$ cat src/rtl/booth_seq_mult_if.sv
// rtl/booth_seq_mult_if.sv - start/busy/done handshake and operand/product bus for booth_seq_mult
interface booth_seq_mult_if #(
    parameter int WIDTH = 8
);
    logic               start;
    logic [WIDTH-1:0]   M;
    logic [WIDTH-1:0]   Q;
    logic               busy;
    logic               done;
    logic [2*WIDTH-1:0] Z;

    modport master (
        output start, M, Q,
        input  busy, done, Z
    );

    modport slave (
        input  start, M, Q,
        output busy, done, Z
    );
endinterface

$ cat src/rtl/booth_seq_mult.sv
// rtl/booth_seq_mult.sv - sequential radix-2 Booth multiplier, one add/sub-and-shift step per clock
module booth_seq_mult #(
    parameter int WIDTH = 8
) (
    input  logic           clk,
    input  logic           rst_n,
    booth_seq_mult_if.slave bus
);
    localparam int CW = $clog2(WIDTH + 1);

    typedef enum logic [1:0] {
        IDLE = 2'd0,
        CALC = 2'd1,
        DONE = 2'd2
    } state_t;

    state_t               state;
    state_t               state_next;
    logic [WIDTH:0]       acc;
    logic [WIDTH-1:0]     mq;
    logic                 q_1;
    logic [WIDTH:0]       mcand;
    logic [CW-1:0]        cnt;
    logic [2*WIDTH-1:0]   z_r;

    logic [WIDTH:0]       sum;
    logic [WIDTH:0]       acc_next;
    logic [WIDTH-1:0]     mq_next;
    logic                 q1_next;
    logic                 load;
    logic                 last;

    // Operands are taken only when no operation is in flight; start during CALC is dropped.
    assign load = bus.start && (state != CALC);
    assign last = (state == CALC) && (cnt == CW'(1));

    always_comb begin
        sum = acc;
        case ({mq[0], q_1})
            2'b01:   sum = acc + mcand;
            2'b10:   sum = acc - mcand;
            default: sum = acc;
        endcase
        acc_next = {sum[WIDTH], sum[WIDTH:1]};
        mq_next  = {sum[0], mq[WIDTH-1:1]};
        q1_next  = mq[0];
    end

    always_comb begin
        state_next = state;
        case (state)
            IDLE:    if (bus.start) state_next = CALC;
            CALC:    if (cnt == CW'(1)) state_next = DONE;
            DONE:    state_next = bus.start ? CALC : IDLE;
            default: state_next = IDLE;
        endcase
    end

    always_ff @(posedge clk or negedge rst_n) begin
        if (!rst_n) begin
            state <= IDLE;
        end else begin
            state <= state_next;
        end
    end

    always_ff @(posedge clk or negedge rst_n) begin
        if (!rst_n) begin
            acc   <= '0;
            mq    <= '0;
            q_1   <= 1'b0;
            mcand <= '0;
            cnt   <= '0;
            z_r   <= '0;
        end else if (load) begin
            acc   <= '0;
            mq    <= bus.Q;
            q_1   <= 1'b0;
            mcand <= {bus.M[WIDTH-1], bus.M};
            cnt   <= CW'(WIDTH);
        end else if (state == CALC) begin
            acc <= acc_next;
            mq  <= mq_next;
            q_1 <= q1_next;
            cnt <= cnt - CW'(1);
            if (last) begin
                z_r <= {acc_next[WIDTH-1:0], mq_next};
            end
        end
    end

    assign bus.busy = (state == CALC);
    assign bus.done = (state == DONE);
    assign bus.Z    = z_r;
endmodule

$ cat src/flat_wrapper.sv
// flat-port wrapper written by rule: the top's interface ports become plain ports
module booth_seq_mult_flat 
#(
    parameter int WIDTH = 8
)
  (clk, rst_n, bus_start, bus_M, bus_Q, bus_busy, bus_done, bus_Z);
  booth_seq_mult_if #(.WIDTH(WIDTH)) bus_i ();
  input  logic clk;
  input  logic rst_n;
  input wire logic [$bits(bus_i.start)-1:0] bus_start;
  input wire logic [$bits(bus_i.M)-1:0] bus_M;
  input wire logic [$bits(bus_i.Q)-1:0] bus_Q;
  output wire logic [$bits(bus_i.busy)-1:0] bus_busy;
  output wire logic [$bits(bus_i.done)-1:0] bus_done;
  output wire logic [$bits(bus_i.Z)-1:0] bus_Z;
  assign bus_i.start = bus_start;
  assign bus_i.M = bus_M;
  assign bus_i.Q = bus_Q;
  assign bus_busy = bus_i.busy;
  assign bus_done = bus_i.done;
  assign bus_Z = bus_i.Z;
  booth_seq_mult #(.WIDTH(WIDTH)) u_core (.clk(clk), .rst_n(rst_n), .bus(bus_i));
endmodule
$ cat config.mk
export PLATFORM = sky130hd
export DESIGN_NAME = booth_seq_mult_flat
export DESIGN_NICKNAME = d
export VERILOG_FILES = /design/src/rtl/booth_seq_mult_if.sv /design/src/rtl/booth_seq_mult.sv /design/src/flat_wrapper.sv
export SDC_FILE = /design/constraint.sdc
export NUM_CORES = 1
export LEC_CHECK = 0
export ABC_AREA = 1
export CAP_MARGIN = 20
export CORE_MARGIN = 8
export CORE_UTILIZATION = 50
export DETAILED_ROUTE_END_ITERATION = 10
export GPL_ROUTABILITY_DRIVEN = 1
export PLACE_DENSITY = 0.74
export SYNTH_ARGS = -nofsm -noshare
export SYNTH_HDL_FRONTEND = slang
export SYNTH_SLANG_ARGS = --single-unit
$ cat constraint.sdc
create_clock -name clk -period 2.85 [get_ports clk]
set_clock_uncertainty 0.1 [all_clocks]
set_input_delay 0.4275 -clock clk [delete_from_list [all_inputs] [get_ports clk]]
set_output_delay 0.4275 -clock clk [all_outputs]
set_load 0.01 [all_outputs]
### After elaboration in Yosys (flattened, before gate mapping)

Index checks and enable logic that the tools add are counted.

| cells by class | value |
|---|---|
| add/sub/neg operators | 3 |
| bitwise gates (word level) | 1 |
| muxes and demuxes | 13 |
| eq/ne operators | 8 |
| reductions and logical operators | 6 |

Operator list:

| cell | number |
|---|---|
| two-way mux 9 bit | 2 |
| one-hot mux 9 bit (2 select lines) | 1 |
| two-way mux 8 bit | 2 |
| adder 9 bit | 1 |
| subtractor 9 bit | 1 |
| two-way mux 4 bit | 2 |
| one-hot mux 2 bit (3 select lines) | 1 |
| equality test 2 x 1 -> 1 bit, second input constant | 2 |
| equality test 2 bit, second input constant | 2 |
| equality test 4 x 1 -> 1 bit, second input constant | 1 |
| two-way mux 2 bit | 2 |
| != test 2 x 1 -> 1 bit, second input constant | 2 |
| subtractor 4 x 1 -> 4 bit, second input constant | 1 |
| two-way mux 1 bit | 3 |
| AND reduction 3 bit | 1 |
| logical AND 1 bit | 2 |
| logical NOT 2 bit | 1 |
| != test 2 bit, second input constant | 1 |
| AND reduction 2 bit | 1 |
| nonzero test 2 bit | 1 |
| inverter 1 bit | 1 |

| storage, ports and cells | value |
|---|---|
| output and inout bits | 18 |
| register bits | 48 |
| logic and storage cells | 38 |

### Longest topological paths before layout

Gate-level depths: netlist (run 1).

| logic depth | value |
|---|---|
| word-level depth | 4 |
| gate-level depth with buffers | 19 |
| gate-level depth less buffers | 19 |

### Worst setup path after synthesis (run 1)

No wires, ideal clock.

| path | value |
|---|---|
| kind | register to register |
| from | reg u_core.mcand[0] |
| to | reg u_core.acc[7] |
| cell stages (with the launch flop) | 20 |
| required time | 2633 ps |
| arrival time | 2221 ps |
| setup time | 117 ps |
| slack | 412 ps |
| cell sequence | dfrtp_1 -> inv_1 -> ha_1 -> inv_1 -> nor2_2 -> nand2_1 -> o31ai_1 -> xnor2_1 -> inv_1 -> ha_1 -> nand2_1 -> inv_1 -> a21oi_1 -> nand2_1 -> nand2_1 -> nand3_1 -> nand2_1 -> nand2_1 -> nand2_1 -> nand2_1 |

| on the way | value |
|---|---|
| longest elaborated chain between the ends | 4 |

RTL lines:

| item | line | text |
|---|---|---|
| from (decl) | booth_seq_mult.sv:22 | `logic [WIDTH:0] mcand;` |
| from (signal assigned) | booth_seq_mult.sv:79 | `mcand <= {bus.M[WIDTH-1], bus.M};` |
| subtractor 9 bit / adder 9 bit (equally long branches) | booth_seq_mult.sv:41, booth_seq_mult.sv:40 |  |
| one-hot mux 9 bit (2 select lines) * | booth_seq_mult.sv:39 | `case ({mq[0], q_1})` |
| two-way mux 9 bit * | booth_seq_mult.sv:81 | `end else if (state == CALC) begin` |
| two-way mux 9 bit * | booth_seq_mult.sv:75 | `end else if (load) begin` |
| to (signal assigned) | booth_seq_mult.sv:82 | `acc <= acc_next;` |
| to (decl) | booth_seq_mult.sv:19 | `logic [WIDTH:0] acc;` |

Mark *: on every way between the ends. The rest lies on a longest branch, timed or not. The select of a mux whose other input is x is not followed.
A chain may end at the register's enable or synchronous reset.

### Final worst setup path (run 1)

| path | value |
|---|---|
| from | reg u_core.mcand[0] |
| to | reg u_core.z_r[14] (netlist: u_core.bus.Z[14]) |

| on the way | value |
|---|---|
| longest elaborated chain between the ends | 2 |

RTL lines:

| item | line | text |
|---|---|---|
| subtractor 9 bit / adder 9 bit (equally long branches) | booth_seq_mult.sv:41, booth_seq_mult.sv:40 |  |
| one-hot mux 9 bit (2 select lines) * | booth_seq_mult.sv:39 |  |
| to (signal assigned) | booth_seq_mult.sv:87 | `z_r <= {acc_next[WIDTH-1:0], mq_next};` |
| to (decl) | booth_seq_mult.sv:24 | `logic [2*WIDTH-1:0] z_r;` |

Mark *: on every way between the ends. The rest lies on a longest branch, timed or not.

==> results.json, run 1 <==
{
  "yosysSeqAreaShare": 0.457,
  "grt_usage": 0.157,
  "synth_top_area_share": 0.457,
  "hold_end": "u_core.bus.Z[7]$_DFFE_PN0P_",
  "async_reset_ff_frac": 1.00,
  "ioPinCount": 37,
  "outcome": "completed",
  "p_per_area_nw_per_um2": 1380,
  "required_ps": 2950,
  "cp_data_arrival_time_ps": 2690,
  "holdPathStages": 2,
  "overflow": 0,
  "cpMaxStageDelayCell": "dfrtp_1",
  "cts_tree": "yes",
  "reg2reg_setup_slack_ps": 260,
  "drive_above_1_share": 0.0864,
  "ant_nets": 0,
  "min_period_ps": 2590,
  "cts_setup_buffers": 0,
  "avgSynthCellArea_um2": 8.06,
  "cp_common_cell": "nand2_1",
  "place_hpwl_mm": 4.16,
  "finalSetupViolCount": 0,
  "crit_chain": "inv_1 -> ha_2 -> inv_1 -> nor2_2 -> nand2_1 -> o31ai_2 -> xnor2_1 -> inv_1 -> ha_4 -> a21oi_1 -> a21boi_0 -> nand2_1 -> nand2_1 -> nand3_1 -> nand3_1 -> nand2_1",
  "final_util": 0.620,
  "r2r_start": "u_core.mcand[0]$_DFFE_PN0P_",
  "fin_setup_tns_ps": 0,
  "ys_types": 37,
  "maxCapViolCount": 0,
  "vias": 2162,
  "row_count": 26,
  "fin_ws_ps": 260,
  "core_um2": 5040,
  "numPortBuffers": 36,
  "cp-start-kind": "flip-flop",
  "power_uw": 4300,
  "crit_fanout": 5,
  "cts_sinks": 47,
  "hold_viol": 0,
  "yosysWarnings": 0,
  "die_height_um": 87.7,
  "hp-start": "u_core.bus.Z[7]$_DFFE_PN0P_",
  "hold-worst-slack_ps": 379,
  "netlist_area_um2": 2570,
  "synth_seq_cells": 47,
  "start_util": 0.510,
  "drt_iter0_drc": 61,
  "worst_pin_slew_ps": 496,
  "reg2reg_depth": 16,
  "synthCells": 319,
  "slew_violations": 0,
  "synth_edf_count": 0,
  "synth_area_leader_cell": "dfrtp_1",
  "slew_headroom": 0.668,
  "clock.fmax_mhz": 386,
  "diodes": 0,
  "grt_antenna_before_repair": 0,
  "place_congestion": 0.825,
  "layout_common_cells": "nand2_1 (115), dfrtp_1 (47), inv_1 (42)",
  "drc_errors": 0,
  "clkLatencyLatePin_ps": 300,
  "worstSetupPathType": "reg2reg",
  "wl_mm": 5.62,
  "syn_to_final_growth_pct": 21.6,
  "grt_pass1_vias": 2159,
  "synthTopCellsByArea": "dfrtp_1 (46%), nand2_1 (17%), inv_1 (6.1%), ha_1 (5.8%), nand3_1 (2.9%)",
  "ys.flop_type": "dfrtp_1",
  "syn-num-nets": 351,
  "grt_pass1_wl_mm": 9.54,
  "cp_num_buf_inv": 3,
  "h-tree-depth": 2,
  "grt_max_degree": 48,
  "clock-root-buffer": "clkbuf_8",
  "pre_cts_ws_ps": 178,
  "dieWidth_um": 87.7,
  "die_area_um2": 7690,
  "fin_crit_sh": 0.909,
  "cp-end-kind": "flip-flop",
  "cpPeakStageDelay_ps": 390,
  "drtPass1Iterations": 4,
  "critPathTopFamily": "compound AO/OA/AOI/OAI gates",
  "r2r-end": "u_core.bus.Z[14]$_DFFE_PN0P_",
  "nets": 390,
  "via_per_inst": 5.04,
  "cts.clk_slew.worst_paths_ps": 90,
  "routedWlPerCell_um": 13.1,
  "clock_path_buffers": 2,
  "final_common_cell": "nand2_1",
  "p_leak_uw": 0.00156,
  "peakVddDrop_mv": 0.678,
  "hold_path_class": "reg2reg",
  "cts_inserted_buffers": 5
}
-- cell usage after synthesis, types with 5 or more instances --
cell      number
nand2_1      115
dfrtp_1       47
inv_1         42
nand3_1       15
o21ai_0       13
ha_1          12
nor2_1        12
o21ai_2        7
a21oi_1        5
buf_2          5
o21ai_1        5
o221ai_1       5
-- routing by layer --
| layer | GRT usage | part of all wire | wire length [µm] | vias up |
|---|---|---|---|---|
| met2 | 0.281 | 0.51 | 2860 | 32 |
| met5 | 0 | 0 | 0 | - |
| met4 | 0.0516 | 0.014 | 81 | 0 |
| met3 | 0.0375 | 0.035 | 199 | 9 |
| met1 | 0.177 | 0.44 | 2480 | 1028 |
| li1 | - | - | - | 1093 |
-- cells by family (layout without fill, tap and decap cells) --
family          after synthesis  after routing  synth area share
simple gates                152            152             0.246
fa+ha+maj                    13             13            0.0662
xor+xnor                      6              6            0.0204
compound gates               48             48             0.124
flops                        47             47             0.457
buf+inv                      53             93            0.0866
-- metrics by stage --
stage | instances | area [µm²]
global route | 429 | 3130
detailed placement | 419 | 2980
finish | 429 | 3130
floorplan | 319 | 2570
global placement | 419 | 2980
CTS | 427 | 3070
-- where the power goes --
part	total, µW	internal [µW]	switching, µW
clock network	427	199	228
registers	1200	989	214
logic	2670	1100	1570
total	4300	2290	2010
-- worst reg2reg max path: stages, from the launching register on --
cell,delay [ps]
dfrtp_1,390
inv_1,110
ha_2,180
inv_1,50
nor2_2,110
nand2_1,100
o31ai_2,220
xnor2_1,150
inv_1,90
ha_4,230
a21oi_1,120
a21boi_0,270
nand2_1,80
nand2_1,60
nand3_1,80
nand3_1,90
nand2_1,50
-- flip-flops by register name, indices dropped and copies added, names as in the netlist --
signal / cells
u_core.cnt: 4
u_core.mq: 8
u_core.bus.Z: 16
u_core.state: 2
u_core.q_1: 1
u_core.mcand: 8
u_core.acc: 8
-- how the worst max path moves through the flow --
stage	slack [ps]	endpoint	start	cells after the start
after detailed placement	180	u_core.bus.Z[15]$_DFFE_PN0P_	u_core.mcand[0]$_DFFE_PN0P_	19
final	260	u_core.bus.Z[14]$_DFFE_PN0P_	u_core.mcand[0]$_DFFE_PN0P_	16
after CTS	150	u_core.bus.Z[15]$_DFFE_PN0P_	u_core.mcand[0]$_DFFE_PN0P_	19
after floorplan	410	u_core.acc[7]$_DFFE_PN0P_	u_core.mcand[0]$_DFFE_PN0P_	19
after global placement	310	u_core.bus.Z[15]$_DFFE_PN0P_	u_core.mcand[0]$_DFFE_PN0P_	19
after global routing	-8	u_core.bus.Z[15]$_DFFE_PN0P_	u_core.mcand[1]$_DFFE_PN0P_	19
-- area by class of cell --
cell class              instances  area (µm²)
clock inverters                 1        8.76
multi-input cells             219        1200
flip-flops and latches         47        1180
inverters                      45         171
repair buffers                 40         400
clock buffers                   7        86.3
well taps                      70        87.6
fillers                       465        1920
-- what timing repair did --
action / CTS / global route
resized for setup: 0 / 4
hold endpoints to repair: 0 / 8
hold buffers: 0 / 1
setup endpoints to repair: 0 / 4
Note: power is estimated with default switching activity, not from simulation.
==> run 2: changes to the inputs <==
--- a/config.mk
+++ b/config.mk
@@ -12,6 +12,8 @@
 export DETAILED_ROUTE_END_ITERATION = 10
 export GPL_ROUTABILITY_DRIVEN = 1
 export PLACE_DENSITY = 0.74
+export REMOVE_ABC_BUFFERS = 1
+export SKIP_LAST_GASP = 1
 export SYNTH_ARGS = -nofsm -noshare
 export SYNTH_HDL_FRONTEND = slang
 export SYNTH_SLANG_ARGS = --single-unit
==> run 2 against run 1 <==
  * Sequential cell count unchanged
  * Worst hold slack got worse by 360 ps
  * Critical path depth increased by 3
  * Clock power increased by 21%
  * Worst setup slack got worse by 22 ps
  * Clock-buffer cell count decreased by 2
  * Final area decreased by 0.16%
  * Routed wire length increased by 2.8%
  * Critical endpoint is now u_core.bus.Z[15]$_DFFE_PN0P_
  * Highest routed layer unchanged
==> results.json, run 2 (same netlist as run 1, synthesis figures left out) <==
{
  "outcome": "completed",
  "wl_mm": 5.78,
  "p_int_uw": 2350,
  "slew_violations": 0,
  "peakVddDrop_mv": 0.597,
  "grt_antenna_before_repair": 0,
  "crit_end": "u_core.bus.Z[15]$_DFFE_PN0P_",
  "maxCapViolCount": 0,
  "min_period_ps": 2610,
  "h-tree-depth": 2,
  "grt_usage": 0.160,
  "grt_pass1_wl_mm": 9.68,
  "row_count": 26,
  "swShare": 0.468,
  "via_per_inst": 5.12,
  "cpPeakStageDelay_ps": 400,
  "pre_cts_ws_ps": 189,
  "combPwrFrac": 0.611,
  "crit_chain": "inv_1 -> ha_1 -> inv_1 -> nor2_2 -> nand2_1 -> o31ai_2 -> xnor2_1 -> inv_1 -> ha_4 -> nand2_1 -> nor2_1 -> nand3_1 -> nand2_1 -> nand2_1 -> nand3_1 -> nand2_1 -> nand2_1 -> nand2_1 -> nand2_1",
  "cp_common_cell": "nand2_1",
  "finalSetupViolCount": 0,
  "drt_iter0_drc": 126,
  "place_congestion": 0.829,
  "core_um2": 5040,
  "clock.fmax_mhz": 383,
  "clkLatencyLatePin_ps": 310,
  "slew_headroom": 0.587,
  "cts.clk_slew.worst_paths_ps": 100,
  "worstSetupPathType": "reg2reg",
  "dieWidth_um": 87.7,
  "cp_data_arrival_time_ps": 2760,
  "largest_reg_flops": 16,
  "die_height_um": 87.7,
  "clock_path_buffers": 2,
  "power.share.sequential": 0.272,
  "diodes": 0,
  "ant_nets": 0,
  "cts_setup_buffers": 0,
  "p_per_area_nw_per_um2": 1420,
  "start_util": 0.510,
  "cts_hold_buf": 0,
  "fin_ws_ps": 238,
  "clock-root-buffer": "clkbuf_8",
  "die_area_um2": 7690,
  "required_ps": 3000,
  "p_switching_uw": 2070,
  "place_hpwl_mm": 4.27,
  "cts_tree": "yes",
  "ioPinCount": 37,
  "fin_setup_tns_ps": 0,
  "cts_inserted_buffers": 5,
  "fin_crit_sh": 0.916,
  "numPortBuffers": 36,
  "cts_sinks": 47,
  "nets": 389,
  "worst_pin_slew_ps": 620,
  "cp-start-kind": "flip-flop",
  "drtPass1Iterations": 4,
  "p_leak_uw": 0.00156,
  "cpMaxStageDelayCell": "dfrtp_1",
  "drive_above_1_share": 0.0866,
  "hold_path_class": "in2async",
  "layout_common_cells": "nand2_1 (115), dfrtp_1 (47), inv_1 (42)",
  "vias": 2190,
  "reg2reg_depth": 19,
  "grt_max_degree": 29,
  "final_common_cell": "nand2_1",
  "reg2reg_setup_slack_ps": 240,
  "grt_pass1_vias": 2137,
  "clkPwrFrac": 0.117,
  "r2r_start": "u_core.mcand[0]$_DFFE_PN0P_",
  "cts-resized-gates": 0,
  "overflow": 0,
  "syn_to_final_growth_pct": 21.4,
  "worstSetupStartpoint": "u_core.mcand[0]$_DFFE_PN0P_",
  "cp-end-kind": "flip-flop",
  "drc_errors": 0,
  "routedWlPerCell_um": 13.5,
  "hold_viol": 0,
  "r2r-end": "u_core.bus.Z[15]$_DFFE_PN0P_",
  "crit_fanout": 5
}
-- run 2: worst min path at each step --
stage | from | to | cells after the start
2_1_floorplan | rst_n | u_core.acc[0]$_DFFE_PN0P_ | 0
3_3_place_gp | u_core.bus.Z[14]$_DFFE_PN0P_ | u_core.bus.Z[14]$_DFFE_PN0P_ | 2
3_5_place_dp | u_core.bus.Z[7]$_DFFE_PN0P_ | u_core.bus.Z[7]$_DFFE_PN0P_ | 2
4_1_cts | rst_n | u_core.bus.Z[3]$_DFFE_PN0P_ | 1
5_1_grt | rst_n | u_core.mq[6]$_DFFE_PN0P_ | 1
6_report | rst_n | u_core.bus.Z[12]$_DFFE_PN0P_ | 1
-- run 2: cell type report --
class,instances,area (µm²)
well taps,70,87.6
flip-flops and latches,47,1180
inverters,45,171
clock buffers,5,68.8
repair buffers,39,378
clock inverters,3,46.3
fillers,441,1920
multi-input cells,219,1190
-- run 2: layer usage --
layer	track usage	wire, µm
met2	0.276	2950
met1	0.185	2480
met5	0	0
met4	0.0609	95
met3	0.0394	252
-- run 2: power groups by stage --
stage / Clock (µW) / Sequential [µW] / Combinational (µW)
6_report: 518 / 1200 / 2700
2_1_floorplan: 0 / 1220 / 1860
3_3_place_gp: 0 / 1200 / 2580
3_5_place_dp: 0 / 1210 / 2640
4_1_cts: 520 / 1200 / 2650
5_1_grt: 543 / 1250 / 3100
-- run 2: critical path, delay by kind of cell, from the launching register on --
kind / cells / cell delay, ps
compound gates: 1 / 230
flops: 1 / 400
buf+inv: 3 / 260
simple gates: 12 / 930
fa+ha+maj: 2 / 470
xor+xnor: 1 / 160
-- run 2: per-stage QoR --
stage          std cells  cell area [µm²]  power (µW)   util  hold WS [ps]
2_1_floorplan        311             2520        3070      -          31.9
3_3_place_gp         420             2990        3770  0.592           363
3_5_place_dp         420             2990        3850  0.592           364
4_1_cts              428             3100        4370  0.615          48.3
5_1_grt              428             3120        4880  0.619          81.3
6_report             428             3120        4420  0.619          19.4
